**config.mk**
```make
export PLATFORM = sky130hd
export DESIGN_NAME = mem2io_ctrl
export DESIGN_NICKNAME = d
export VERILOG_FILES = /design/src/rtl/mem2io_ctrl.sv
export SDC_FILE = /design/constraint.sdc
export NUM_CORES = 1
export LEC_CHECK = 0
export ABC_AREA = 1
export CORE_MARGIN = 3
export CORE_UTILIZATION = 40
export CTS_CLUSTER_DIAMETER = 200
export DETAILED_ROUTE_END_ITERATION = 10
export PLACE_DENSITY = 0.73
export SLEW_MARGIN = 20
export SYNTH_ARGS = -nofsm -noshare
export SYNTH_HDL_FRONTEND = slang
export SYNTH_SLANG_ARGS = --single-unit
export TNS_END_PERCENT = 100
```
**constraint.sdc**
```tcl
create_clock -name Clk -period 1.85 [get_ports Clk]
set_input_delay 0.555 -clock Clk [delete_from_list [all_inputs] [get_ports Clk]]
set_output_delay 0.555 -clock Clk [all_outputs]
set_load 0.05 [all_outputs]
```
**src/rtl/mem2io_ctrl.sv**
```systemverilog
// SLC-3 memory/I-O controller: request/ready handshake toward the CPU, wait-stated
// async SRAM access, and a small memory-mapped register bank (switches, hex, LEDs, txn count).
module mem2io_ctrl #(
   parameter int                DATA_W      = 16,
   parameter int                CPU_ADDR_W  = 16,
   parameter int                ADDR_W      = 20,
   parameter int                HEX_DIGITS  = 4,
   parameter int                LED_W       = 12,
   parameter int                WAIT_STATES = 1,
   parameter logic [15:0]       IO_BASE     = 16'hFFF0
) (
   input  logic                    Clk,
   input  logic                    Reset,
   input  logic                    cpu_req,
   input  logic                    cpu_we,
   input  logic [CPU_ADDR_W-1:0]   cpu_addr,
   input  logic [DATA_W-1:0]       cpu_wdata,
   output logic [DATA_W-1:0]       cpu_rdata,
   output logic                    cpu_ready,
   input  logic [DATA_W-1:0]       Switches,
   output logic [HEX_DIGITS*4-1:0] hex_out,
   output logic [LED_W-1:0]        led_out,
   output logic                    CE,
   output logic                    OE,
   output logic                    WE,
   output logic                    UB,
   output logic                    LB,
   output logic [ADDR_W-1:0]       ADDR,
   output logic [DATA_W-1:0]       Data_to_SRAM,
   input  logic [DATA_W-1:0]       Data_from_SRAM,
   output logic                    sram_drive
);

   localparam int WCNT_W = (WAIT_STATES > 0) ? $clog2(WAIT_STATES + 1) : 1;
   localparam logic [WCNT_W-1:0]     WCNT_INIT = WCNT_W'(WAIT_STATES);
   localparam logic [CPU_ADDR_W-1:0] IO_BASE_A = CPU_ADDR_W'(IO_BASE);
   localparam logic [CPU_ADDR_W-1:0] A_SW      = CPU_ADDR_W'(16'hFFFF);
   localparam logic [CPU_ADDR_W-1:0] A_LED     = CPU_ADDR_W'(16'hFFFE);
   localparam logic [CPU_ADDR_W-1:0] A_TXN     = CPU_ADDR_W'(16'hFFFD);

   typedef enum logic [1:0] {IDLE, MEM_ACC, MEM_END, IO_ACC} state_t;

   state_t                    state_q;
   logic [WCNT_W-1:0]         wcnt_q;
   logic                      we_q;
   logic [ADDR_W-1:0]         addr_q;
   logic [DATA_W-1:0]         wdata_q;
   logic [DATA_W-1:0]         rdata_q;
   logic                      ready_q;
   logic                      ce_q, oe_q, wen_q, drive_q;
   logic [HEX_DIGITS*4-1:0]   hex_q;
   logic [LED_W-1:0]          led_q;
   logic [DATA_W-1:0]         txn_q;
   logic [DATA_W-1:0]         sw_meta_q, sw_sync_q;
   logic [DATA_W-1:0]         io_rdata_d;
   logic [CPU_ADDR_W-1:0]     io_addr;

   assign io_addr = addr_q[CPU_ADDR_W-1:0];

   // I/O read data is decoded from the live request so it is ready the cycle after the request edge
   always_comb begin
      io_rdata_d = '0;
      if (cpu_addr == A_SW)
         io_rdata_d = sw_sync_q;
      else if (cpu_addr == A_LED)
         io_rdata_d = DATA_W'(led_q);
      else if (cpu_addr == A_TXN)
         io_rdata_d = txn_q;
   end

   always_ff @(posedge Clk or negedge Reset) begin
      if (!Reset) begin
         sw_meta_q <= '0;
         sw_sync_q <= '0;
      end else begin
         sw_meta_q <= Switches;
         sw_sync_q <= sw_meta_q;
      end
   end

   always_ff @(posedge Clk or negedge Reset) begin
      if (!Reset) begin
         state_q <= IDLE;
         wcnt_q  <= '0;
         we_q    <= 1'b0;
         addr_q  <= '0;
         wdata_q <= '0;
         rdata_q <= '0;
         ready_q <= 1'b0;
         ce_q    <= 1'b1;
         oe_q    <= 1'b1;
         wen_q   <= 1'b1;
         drive_q <= 1'b0;
         hex_q   <= '0;
         led_q   <= '0;
         txn_q   <= '0;
      end else begin
         case (state_q)
            IDLE: begin
               if (cpu_req) begin
                  addr_q  <= ADDR_W'(cpu_addr);
                  we_q    <= cpu_we;
                  wdata_q <= cpu_wdata;
                  if (cpu_addr >= IO_BASE_A) begin
                     state_q <= IO_ACC;
                     ready_q <= 1'b1;
                     if (!cpu_we)
                        rdata_q <= io_rdata_d;
                  end else begin
                     state_q <= MEM_ACC;
                     wcnt_q  <= WCNT_INIT;
                     ce_q    <= 1'b0;
                     oe_q    <= cpu_we;
                     wen_q   <= !cpu_we;
                     drive_q <= cpu_we;
                  end
               end
            end
            MEM_ACC: begin
               if (wcnt_q == '0) begin
                  state_q <= MEM_END;
                  ce_q    <= 1'b1;
                  oe_q    <= 1'b1;
                  wen_q   <= 1'b1;
                  ready_q <= 1'b1;
                  if (!we_q)
                     rdata_q <= Data_from_SRAM;
               end else begin
                  wcnt_q <= wcnt_q - 1'b1;
               end
            end
            // Write data stays driven through MEM_END as the SRAM hold cycle
            MEM_END: begin
               state_q <= IDLE;
               ready_q <= 1'b0;
               drive_q <= 1'b0;
               txn_q   <= txn_q + 1'b1;
            end
            IO_ACC: begin
               state_q <= IDLE;
               ready_q <= 1'b0;
               if (we_q) begin
                  if (io_addr == A_SW)
                     hex_q <= wdata_q[HEX_DIGITS*4-1:0];
                  else if (io_addr == A_LED)
                     led_q <= wdata_q[LED_W-1:0];
               end
            end
            default: begin
               state_q <= IDLE;
               ready_q <= 1'b0;
               ce_q    <= 1'b1;
               oe_q    <= 1'b1;
               wen_q   <= 1'b1;
               drive_q <= 1'b0;
            end
         endcase
      end
   end

   assign cpu_rdata    = rdata_q;
   assign cpu_ready    = ready_q;
   assign hex_out      = hex_q;
   assign led_out      = led_q;
   assign CE           = ce_q;
   assign UB           = ce_q;
   assign LB           = ce_q;
   assign OE           = oe_q;
   assign WE           = wen_q;
   assign ADDR         = addr_q;
   assign Data_to_SRAM = wdata_q;
   assign sram_drive   = drive_q;

endmodule

```
==> metrics.cfg, run 1 <==
[place]
io_buffers = 150
hpwlAfterDp_um = 11100
gp_congestion = 0.827
dp.cells = 961
placed_area_mm2 = 0.00754
pre_cts_slack_ns = -0.388

[grt]
first_global_vias = 4965
grt_max_degree = 51
use_met3_pct = 6.39
grt_antenna_before_repair = 0
grt.overflow.total = 0
grt_pass1_wl_um = 24500
grt_usage_pct = 19.6
met1_usage_pct = 23.3
top_usage_layer = met2
use_met2_pct = 32.8

[min_path]
hp-class = flip-flop to flip-flop

[setup_path]
crit_required_ns = 2.20
r2r_slack_ns = 0.16
reg2regPathDepth = 6
r2r_end = hex_out[8]
worstReg2RegStart = state_q[0]
crit_path_end_kind = flip-flop
critPathCapture = cpu_rdata[4]
path_max_fanout = 8
start_kind = input pin
crit_type = input pin to flip-flop
startpoint = cpu_addr[13]
critPathArrivalTime_ns = 2.18

[detailed_routing]
dr_total_vias = 4774
route.detailed.drc = 0
wire_per_inst_um = 15.1
route.final.wire_length_um = 15000
ant_nets = 0
drtIter0Drc = 272
drt_first_pass_iters = 6
via_per_inst = 4.80

[final_layout]
final_cell_area_mm2 = 0.00823
nFillCells = 1088
fin_nets = 875
area_growth_pct = 46.5
layout_commonest_cell = nand2_1
final_cell_mix = nand2_1 (282), dfrtp_1 (130), buf_4 (72), clkdlybuf4s50_1 (66), nor2_1 (36)
stdcell_count = 995
register_area_mm2 = 0.00333
insertedDiodeCount = 0
multi_input_area_mm2 = 0.00205
drive_gt1_share_pct = 21.5

[sta]
fin_skew_ns = 0.00943
fin_setup_tns_ns = 0
rsz0062_at_grt = true
final-hold-violation-count = 0
max_slew.worst_pin.slew_ns = 0.584
slew_violations = 0
max_freq_mhz = 547
min_period_ns = 1.83
fin_crit_sh_pct = 98.8
setup_viol = 0
maxSlewHeadroom_pct = 61.0
setup_ws_ns = 0.0227

[yosys]
ys_seq_area_share_pct = 59.3
syn_area_per_cell_um2 = 8.83
ys.flop_type = dfrtp_1
synthDistinctLibCells = 37
async_flop_share_pct = 100
ys_warn_count = 0
syn-cell-area_mm2 = 0.00562
ys_ff_latch = 133
synth-edff-count = 0
syn_inst = 636

[power_and_ir_drop]
power_frac_seq_pct = 32.9
leakagePower_nw = 4.27
totalPowerFinal_w = 0.0129
internal-power_w = 0.00772
powerDensity_mw_per_mm2 = 1570
ir_worst_vdd_mv = 0.937
clkPwrFrac_pct = 27.6
swShare_pct = 40.3
power_frac_comb_pct = 39.4
power.switching_w = 0.00520

[floorplan]
num_io_pins = 155
start_util_pct = 41.6
die_h_um = 124
coreArea_mm2 = 0.0135
num_rows = 42
die_w_um = 124
die-area_mm2 = 0.0155

[run_status]
status = finished, final reports clean

[cts]
cts_buffer_depth = 2
clock_latency_ns = 0.41
cts_tree = done
ctsRootBufferMaster = clkbuf_16
clkSinkCount = 133
post_cts_buffers = 0
numCtsBuffers = 17
clk_pin_slew_ns = 0.06
htree_levels = 4

[job]
drv_cap = 0

==> power groups by stage <==
stage / combinational [W] / sequential (W) / clock [W]
global placement: 0.00502 / 0.00427 / 0
finish: 0.00510 / 0.00426 / 0.00357
floorplan: 0.00140 / 0.00583 / 0
global route: 0.00542 / 0.00435 / 0.00375
CTS: 0.00513 / 0.00426 / 0.00362
detailed placement: 0.00511 / 0.00429 / 0
==> worst max-delay path, stage by stage <==
cell	delay (ns)
clkdlybuf4s50_1	0.48
nand2_1	0.07
nor2_2	0.19
nand2_4	0.14
nor2_4	0.26
nand2_1	0.10
nand2_1	0.08
nand3_1	0.08
nand2_1	0.11
nand2_1	0.06
nand2_1	0.06
==> Yosys cell counts (all sizes together), types with 2 or more instances <==
master / n / share of area (%)
buf: 17 / 2.2
xor2: 9 / 1.4
nand3b: 3 / 0.40
nor2: 51 / 4.3
nand3: 35 / 3.3
clkbuf: 8 / 0.53
dfstp: 3 / 1.4
inv: 35 / 2.3
a31oi: 3 / 0.33
xnor2: 4 / 0.62
a21oi: 2 / 0.18
nand4: 8 / 1.0
o21ai: 23 / 2.0
dfrtp: 130 / 58
nand2: 291 / 20
nor3: 6 / 0.82
==> cell type report <==
type	instances	area share (%)
flip-flops and latches	133	40.5
multi-input cells	446	24.9
repair buffers	172	22.6
clock inverters	12	2.13
inverters	36	1.64
clock buffers	20	5.55
well taps	176	2.68
==> timing repair <==
action | 4_1_cts | 5_1_grt
hold endpoints to repair | 16 | 0
endpoints found under the setup margin | 0 | 19
gates resized for setup | 0 | 8
hold buffers | 1 | 0
==> cell families after synthesis <==
| kind of cell | after synthesis | share of synthesized area [%] |
|---|---|---|
| other | 1 | 0.0668 |
| xor gates and xnor gates | 13 | 2.03 |
| buffers and inverters | 61 | 5.19 |
| adders and majority gates | 1 | 0.223 |
| AOI/OAI and AO/OA | 30 | 2.81 |
| and+or+nand+nor | 397 | 30.4 |
| DFF | 133 | 59.3 |
==> per-layer routing <==
| layer | routed length, um | vias to the layer above |
|---|---|---|
| li1 | - | 2317 |
| met1 | 6030 | 2285 |
| met2 | 7590 | 138 |
| met3 | 928 | 34 |
| met4 | 447 | 0 |
| met5 | 0 | - |
==> stage by stage <==
step | hold WS, ns | utilization (%)
floorplan | 0.259 | -
global placement | 0.337 | 55.9
detailed placement | 0.336 | 55.9
CTS | 0.349 | 60.6
global route | 0.352 | 60.9
finish | 0.347 | 60.9
==> sequential cells by signal (all words and copies together), names as in the netlist, 2 cells and up <==
signal        count
hex_out          16
txn_q            16
state_q           2
cpu_rdata        16
led_out          12
sw_sync_q        16
ADDR             16
sw_meta_q        16
Data_to_SRAM     16
==> worst min path at each step <==
stage             startpoint             to  slack [ns]  cells past startpoint
3_5_place_dp    sw_meta_q[0]   sw_sync_q[0]        0.34                      0
2_1_floorplan          Reset        ADDR[0]        0.26                      0
5_1_grt         sw_meta_q[3]   sw_sync_q[3]        0.35                      0
4_1_cts         sw_meta_q[0]   sw_sync_q[0]        0.35                      0
3_3_place_gp   sw_meta_q[10]  sw_sync_q[10]        0.34                      0
6_report        sw_meta_q[5]   sw_sync_q[5]        0.35                      0
Power figures use the tool's default switching activity.
==> inputs of run 2 (changes only) <==
--- a/config.mk
+++ b/config.mk
@@ -11,6 +11,7 @@
 export CTS_CLUSTER_DIAMETER = 200
 export DETAILED_ROUTE_END_ITERATION = 10
 export PLACE_DENSITY = 0.73
+export SKIP_LAST_GASP = 1
 export SLEW_MARGIN = 20
 export SYNTH_ARGS = -nofsm -noshare
 export SYNTH_HDL_FRONTEND = slang
==> results of run 2 <==
Same layout as run 1: the final DEF is identical, and so are final timing and power.
==> inputs of run 3 (changes only) <==
--- a/config.mk
+++ b/config.mk
@@ -8,6 +8,7 @@
 export ABC_AREA = 1
 export CORE_MARGIN = 3
 export CORE_UTILIZATION = 40
+export CTS_BUF_LIST = sky130_fd_sc_hd__clkbuf_2
 export CTS_CLUSTER_DIAMETER = 200
 export DETAILED_ROUTE_END_ITERATION = 10
 export PLACE_DENSITY = 0.73
==> run 3 against run 2 <==
Against the previous run: the run now ends with setup timing left; via count is 6.7% higher; sequential share of layout area down 1.1 points; maximum frequency is 12% lower; final cell count increased by 6.0%; setup slack worse by 0.25 ns; clock-buffer cell count fell by 2; sequential cell count did not move; final area up 3.4%; non-clock buffer count rose by 60; sequential power is 0.9% lower; largest power group unchanged.
==> metrics.cfg, run 3 (same netlist as run 1, synthesis figures left out) <==
[sta]
fin_skew_ns = 0.0303  ; +0.0208 ns
rsz0062_at_grt = true
slew_violations = 0  ; unchanged
setup_viol = 55  ; +55
max_slew.worst_pin.slew_ns = 0.586  ; +0.00238 ns
max_freq_mhz = 481  ; -12%
fin_setup_tns_ns = -2.06  ; -2.06 ns
min_period_ns = 2.08  ; +0.254 ns
setup_ws_ns = -0.231  ; -0.254 ns
fin_crit_sh_pct = 112  ; +14 points
maxSlewHeadroom_pct = 60.9  ; -0.16 points
final-hold-violation-count = 0  ; unchanged

[final_layout]
fin_nets = 934  ; +6.7%
stdcell_count = 1055  ; +6.0%
multi_input_area_mm2 = 0.00201  ; -2.0%
area_growth_pct = 51.4
drive_gt1_share_pct = 27.9  ; +6.4 points
finish.utilization_pct = 63.0  ; +2.1 points
layout_commonest_cell = nand2_1
final_cell_mix = nand2_1 (284), dfrtp_1 (116), buf_4 (77), clkdlybuf4s50_1 (66), buf_6 (56)
nFillCells = 1064  ; -2.2%
register_area_mm2 = 0.00335  ; +0.53%

[cts]
htree_levels = 4  ; unchanged
cts_buffer_depth = 2  ; unchanged
cts_tree = done
clkSinkCount = 133  ; unchanged
clk_pin_slew_ns = 0.20  ; +0.14 ns
ctsRootBufferMaster = clkbuf_2
clock_latency_ns = 0.71  ; +0.30 ns
numCtsBuffers = 17  ; unchanged

[min_path]
hp-class = input pin to asynchronous set/reset pin

[setup_path]
critPathArrivalTime_ns = 1.53  ; -0.65 ns
worstReg2RegStart = ADDR[15]
slowest_stage = dfstp_2
crit_type = flip-flop to output port
start_kind = flip-flop
startpoint = CE
critPathMaxStageDelay_ns = 0.66  ; +0.18 ns
crit_chain = buf_12
crit_required_ns = 1.29  ; -0.91 ns
crit_path_end_kind = output port
cp_top_family = flip-flops
crit_buf_inv = 1  ; unchanged
path_max_fanout = 4  ; -4

[place]
dp.cells = 961  ; unchanged
gp_congestion = 0.827  ; unchanged
io_buffers = 150  ; unchanged
hpwlAfterDp_um = 11100  ; unchanged

[job]
drv_cap = 0  ; unchanged

[detailed_routing]
drtIter0Drc = 301  ; +11%
wire_per_inst_um = 15.3  ; +1.6%
route.detailed.drc = 0  ; unchanged
met2WireLength_um = 8370  ; +10%
dr_total_vias = 5095  ; +6.7%
wl_met3_um = 1030  ; +11%
via_per_inst = 4.83  ; +0.65%
top_layer = met4
drt_first_pass_iters = 5  ; -1
route.final.wire_length_um = 16100  ; +7.7%
met1_length_um = 6320  ; +4.9%
ant_nets = 0  ; unchanged

[grt]
grt_max_degree = 51  ; unchanged
grt.overflow.total = 0  ; unchanged
grt_antenna_before_repair = 1  ; +1
first_global_vias = 5226  ; +5.3%
grt_usage_pct = 20.9  ; +1.3 points
grt_pass1_wl_um = 26000  ; +6.0%

[floorplan]
coreArea_mm2 = 0.0135  ; unchanged
num_io_pins = 155  ; unchanged
start_util_pct = 41.6  ; unchanged
num_rows = 42  ; unchanged
die-area_mm2 = 0.0155  ; unchanged
die_h_um = 124  ; unchanged
die_w_um = 124  ; unchanged

[power_and_ir_drop]
powerDensity_mw_per_mm2 = 1450  ; -7.9%
ir_worst_vdd_mv = 0.946  ; +0.99%
leakagePower_nw = 4.42  ; +3.4%

[run_status]
violations = setup timing
status = finished, violations left

run 3: layout make-up:
| cell class | instances | share of cell area [%] |
|---|---|---|
| Sequential cell | 133 | 39.4 |
| Timing Repair Buffer | 232 | 29.6 |
| Multi-Input combinational cell | 445 | 23.6 |
| Tap cell | 176 | 2.59 |
| Clock inverter | 14 | 2.15 |
| Inverter | 36 | 1.59 |
| Clock buffer | 18 | 1.06 |
| Antenna cell | 1 | 0.0294 |
run 3: per-layer routing:
| layer | vias up | global-route usage [%] |
|---|---|---|
| met4 | 0 | 8.19 |
| met2 | 170 | 35.6 |
| met1 | 2451 | 24.5 |
| met5 | - | 0 |
| met3 | 42 | 6.86 |
| li1 | 2432 | - |
run 3: through the flow:
stage	setup WS, ns	hold slack (ns)	total power, W	area, um2
6_report	-0.231	0.208	0.0123	8510
5_1_grt	-0.326	0.158	0.0129	8510
4_1_cts	-0.296	0.158	0.0122	8400
3_5_place_dp	-0.388	0.336	0.00941	7540
3_3_place_gp	-0.354	0.337	0.00929	7540
2_1_floorplan	0.220	0.259	0.00723	5630
run 3: power by group:
group	switching (W)	internal [W]	leakage, nW
logic	0.00357	0.00255	2.59
clock network	0.00108	0.000882	0.155
registers	0.000639	0.00358	1.67
run 3: what timing repair did:
| item | in CTS | in global routing |
|---|---|---|
| resized for setup | 68 | 2 |
| endpoints found under the hold margin | 130 | 0 |
| hold buffers | 1 | 0 |
| endpoints found under the setup margin | 83 | 99 |
| setup buffers | 46 | 14 |
run 3: path summary, 6_finish.rpt:
check,cells after the start,slack [ns],end
hold reg to reg,0,0.36,sw_sync_q[7]
min in group Clk,1,0.25,sw_meta_q[13]
hold / removal,2,0.21,cpu_rdata[12]
setup / recovery,1,-0.23,CE
max in group asynchronous,3,1.00,WE
setup reg to reg,7,0.14,hex_out[2]
